<file path="src/rtl/pipe_stage_chain.sv">
// Parametrised chain of valid-qualified pipeline registers with per-stage stall/flush,
// upstream stall propagation, downstream bubble insertion and saturating perf counters.
module pipe_stage_chain #(
  parameter int WIDTH = 32,
  parameter int DEPTH = 4,
  parameter int CNT_W = 16
) (
  input  logic                   Clk,
  input  logic                   Rst,
  input  logic                   In_Valid,
  input  logic [WIDTH-1:0]       In_Data,
  output logic                   In_Ready,
  input  logic [DEPTH-1:0]       Stall,
  input  logic [DEPTH-1:0]       Flush,
  output logic [DEPTH-1:0]       Stage_Valid,
  output logic [DEPTH*WIDTH-1:0] Stage_Data,
  output logic                   Out_Valid,
  output logic [WIDTH-1:0]       Out_Data,
  output logic [CNT_W-1:0]       Retire_Count,
  output logic [CNT_W-1:0]       Bubble_Count
);

  logic [DEPTH-1:0] hold;
  logic [DEPTH-1:0] bubble;
  logic             retire;
  logic             bubble_any;

  // hold[k] is set when stage k or anything downstream of it is stalled
  always_comb begin
    hold[DEPTH-1] = Stall[DEPTH-1];
    for (int k = DEPTH-2; k >= 0; k--) begin
      hold[k] = Stall[k] | hold[k+1];
    end
  end

  // A stalled-but-flushed stage releases its pre-edge entry downstream instead of a bubble
  always_comb begin
    bubble[0] = 1'b0;
    for (int k = 1; k < DEPTH; k++) begin
      bubble[k] = Stall[k-1] & ~hold[k] & ~Flush[k-1] & ~Flush[k];
    end
  end

  assign In_Ready   = ~hold[0];
  assign retire     = Stage_Valid[DEPTH-1] & ~Stall[DEPTH-1];
  assign bubble_any = |bubble;

  always_ff @(posedge Clk) begin
    if (Rst) begin
      Stage_Valid <= '0;
      Stage_Data  <= '0;
    end else begin
      if (Flush[0]) begin
        Stage_Valid[0]         <= 1'b0;
        Stage_Data[0 +: WIDTH] <= '0;
      end else if (!hold[0]) begin
        Stage_Valid[0]         <= In_Valid;
        Stage_Data[0 +: WIDTH] <= In_Data;
      end
      for (int k = 1; k < DEPTH; k++) begin
        if (Flush[k]) begin
          Stage_Valid[k]             <= 1'b0;
          Stage_Data[k*WIDTH +: WIDTH] <= '0;
        end else if (!hold[k]) begin
          if (Stall[k-1] && !Flush[k-1]) begin
            Stage_Valid[k]               <= 1'b0;
            Stage_Data[k*WIDTH +: WIDTH] <= '0;
          end else begin
            Stage_Valid[k]               <= Stage_Valid[k-1];
            Stage_Data[k*WIDTH +: WIDTH] <= Stage_Data[(k-1)*WIDTH +: WIDTH];
          end
        end
      end
    end
  end

  always_ff @(posedge Clk) begin
    if (Rst) begin
      Retire_Count <= '0;
      Bubble_Count <= '0;
    end else begin
      if (retire && (Retire_Count != {CNT_W{1'b1}})) begin
        Retire_Count <= Retire_Count + CNT_W'(1);
      end
      if (bubble_any && (Bubble_Count != {CNT_W{1'b1}})) begin
        Bubble_Count <= Bubble_Count + CNT_W'(1);
      end
    end
  end

  assign Out_Valid = Stage_Valid[DEPTH-1];
  assign Out_Data  = Stage_Data[(DEPTH-1)*WIDTH +: WIDTH];

endmodule

</file>
<file path="config.mk">
export PLATFORM = sky130hd
export DESIGN_NAME = pipe_stage_chain
export DESIGN_NICKNAME = d
export VERILOG_FILES = /design/src/rtl/pipe_stage_chain.sv
export SDC_FILE = /design/constraint.sdc
export NUM_CORES = 1
export LEC_CHECK = 0
export ABC_AREA = 1
export CAP_MARGIN = 20
export CORE_ASPECT_RATIO = 1.4
export CORE_MARGIN = 4
export CORE_UTILIZATION = 42
export DETAILED_ROUTE_END_ITERATION = 6
export HOLD_SLACK_MARGIN = 0.12
export PLACE_DENSITY_LB_ADDON = 0.25
export SYNTH_ARGS = -nofsm -noshare
export SYNTH_HDL_FRONTEND = slang
export SYNTH_SLANG_ARGS = --single-unit
</file>
<file path="constraint.sdc">
create_clock -name Clk -period 1.5 [get_ports Clk]
set_clock_uncertainty 0.05 [all_clocks]
set_input_delay 0.3 -clock Clk [delete_from_list [all_inputs] [get_ports Clk]]
set_output_delay 0.3 -clock Clk [all_outputs]
set_load 0.03 [all_outputs]
</file>
==> out/qor.txt <==
site row count -> 56
Crit Path Max Fanout -> 3
largest net degree at the start of global routing -> 67
Post-Synthesis Cells -> 977
area share of the largest cell type after synthesis -> 0.451
max-slew violations -> 0
r2r endpoint -> Retire_Count[12]$_SDFFE_PP0P_
crit share post-route -> 1.02
Area Growth Syn to Fin -> 49.3%
Clock transition at path regs -> 0.07 ns
max_cap viols -> 0
PnR worst setup slack -> -0.0372 ns
core area -> 0.0169 mm²
H-tree Lvls -> 4
Relative slew margins -> 0.636
vias -> 7218
hold buffer count at CTS -> 0
post-synthesis async set-or-reset flop share -> 0
Hold Crit Depth -> 3
drt total wl -> 22200 µm
top cells by area, synth -> dfxtp_1 (45%), nand2_1 (8.2%), nor2_1 (7.2%)
Net count, final -> 1275
vias in the first global route -> 6827
clock buffer count from CTS -> 17
status -> finished, violations left
Worst Hold Class -> in -> reg
Tmin final -> 1.54 ns
Post-DP Area -> 0.0102 mm²
dpl hpwl -> 16500 µm
Post-synth EDFFs -> 0
worst hold endpoint -> Stage_Data[22]$_SDFFE_PP0P_
total grt overflow -> 0
count leader, synth -> dfxtp_1
violations in the final reports -> setup timing
Port Buf Inserts -> 240
Seq/Total Area, Yosys -> 0.451
commonest cells in the netlist -> dfxtp_1 (164), nand2_1 (160), nor2_1 (140), a21oi_1 (94), o21ai_0 (90)
Die ar. -> 0.0195 mm²
RSZ-0062 raised after global routing -> true
post-synthesis cell type count -> 34
Pre-Repair DR Iteration Count -> 5
Util after Layout -> 0.644
initial antenna violation count -> 1
synthesized area -> 0.00728 mm²
Die Height -> 164 µm
hold_sp -> In_Data[22]
FF-to-FF setup slack -> 0.02 ns
syn nets -> 1022
CTS tree -> built
worst setup path start -> Retire_Count[1]$_SDFFE_PP0P_
Num Clock Sinks -> 164
drt drc -> 0
CTS Buffer Depth -> 2
Wirelength per Cell -> 15.0 µm
Total GRT Usage -> 0.222
Skew-Pair Late Insertion Delay -> 0.42 ns
first-pass GRT wire length -> 35000 µm
Initial Util -> 0.431
Setup crit start kind -> flop
dominant synthesized flop cell -> dfxtp_1
critical path class -> reg -> out
Yosys warning total -> 0
DIE WIDTH -> 119 µm
RePlAce Congestion -> 0.881
design area -> 0.0109 mm²
ANT nets after route -> 0
1st-iter DRT viols -> 541
Fmax -> 651 MHz
fraction of layout cells with a size suffix above 1 -> 0.332
number of vias per cell -> 4.89
Critical R2R Launch -> Retire_Count[9]$_SDFFE_PP0P_
VDD IR max -> 0.687 mV
final hold viol count -> 0
largest area contributor in the netlist -> dfxtp_1
count of final setup violators -> 1
Mean Syn Cell Area -> 7.46 µm²
root buffer cell -> clkbuf_16
leak pwr -> 4.24 nW
cell count of the worst reg-to-reg path -> 7
Arrival @ worst endpoint -> 1.19 ns
PD cells -> 905 mW/mm²
Req. time, crit path -> 1.15 ns
Ports -> 241
crit path capture type -> output pin
FF+latch count, synth -> 164
Worst Tran Pin Value -> 0.546 ns
## flip-flops by register name, summed over array words and instances (netlist names)
| name | count |
|---|---|
| Stage_Valid | 4 |
| Bubble_Count | 16 |
| Retire_Count | 16 |
| Stage_Data | 128 |
## cells in the final DEF, fill, tap and decap left out, types with 12 or more instances in the layout
cell type	instances
nand2_2	14
nor3_1	29
buf_12	15
clkdlybuf4s50_1	36
buf_2	53
o21ai_0	87
nand3_1	24
buf_4	75
clkbuf_16	17
dfxtp_1	132
inv_1	71
nand2_1	154
a211oi_1	21
nor2_2	12
nor2_1	126
clkdlybuf4s15_2	123
a21oi_1	93
o21a_1	28
dfxtp_2	25
## kinds of logic (layout without fill, tap and decap cells)
| family | count (synthesis) | in the layout | share of synthesized area |
|---|---|---|---|
| simple gates | 388 | 388 | 0.230 |
| flops | 164 | 164 | 0.451 |
| xor+xnor | 9 | 9 | 0.0108 |
| fa+ha+maj | 2 | 2 | 0.00343 |
| buf+inv | 169 | 435 | 0.112 |
| compound gates | 245 | 245 | 0.193 |
| other cells | 0 | 1 | 0 |
## worst max-delay path: stages (launching register included)
cell	delay, ns
dfxtp_4	0.37
buf_4	0.12
clkdlybuf4s15_2	0.29
## power by group
part	switching [mW]	internal, mW
registers	0.0773	4.44
logic	0.682	0.462
clock network	1.84	2.35
## final cells by class
| type | instances | area (µm²) |
|---|---|---|
| Antenna cell | 1 | 2.50 |
| Fill cell | 1477 | 6010 |
| Tap cell | 232 | 290 |
| Inverter | 80 | 305 |
| Multi-Input combinational cell | 644 | 3330 |
| Sequential cell | 164 | 3340 |
| Timing Repair Buffer | 323 | 3040 |
| Clock buffer | 19 | 443 |
| Clock inverter | 13 | 120 |
## routing by layer
metal / part of all wire / track usage / up-vias
met2: 0.50 / 0.394 / 215
met4: 0.024 / 0.0714 / 0
met1: 0.40 / 0.255 / 3295
met3: 0.071 / 0.0685 / 39
met5: 0 / 0 / -
li1: - / - / 3669
## worst max-delay path by stage
| stage | end | cells past startpoint | slack [ns] |
|---|---|---|---|
| detailed placement | Bubble_Count[9]$_SDFFE_PP0P_ | 11 | -0.43 |
| global placement | Bubble_Count[0]$_SDFFE_PP0P_ | 9 | -0.42 |
| finish | Retire_Count[1] | 2 | -0.04 |
| CTS | Out_Data[24] | 1 | -0.08 |
| global route | Retire_Count[1] | 2 | -0.09 |
| floorplan | Bubble_Count[11]$_SDFFE_PP0P_ | 10 | 0.008 |
## repair_timing
item	in CTS	in global routing
pin swaps	3	10
resized for setup	583	141
setup buffers	7	5
cloned	0	1
endpoints found under the setup margin	194	82
## metrics by stage
stage | std cells | hold WS [ns] | worst slack (ns) | setup TNS [ns] | total power [mW]
2_1_floorplan | 977 | 0.385 | 0.00761 | 0 | 5.26
3_3_place_gp | 1431 | 0.406 | -0.419 | -50.19 | 5.78
3_5_place_dp | 1431 | 0.411 | -0.435 | -52.70 | 5.79
4_1_cts | 1469 | 0.388 | -0.0835 | -0.373 | 9.95
5_1_grt | 1476 | 0.416 | -0.0856 | -0.211 | 10.2
6_report | 1476 | 0.406 | -0.0372 | -0.0372 | 9.85
Note: power is estimated with default switching activity, not from simulation.
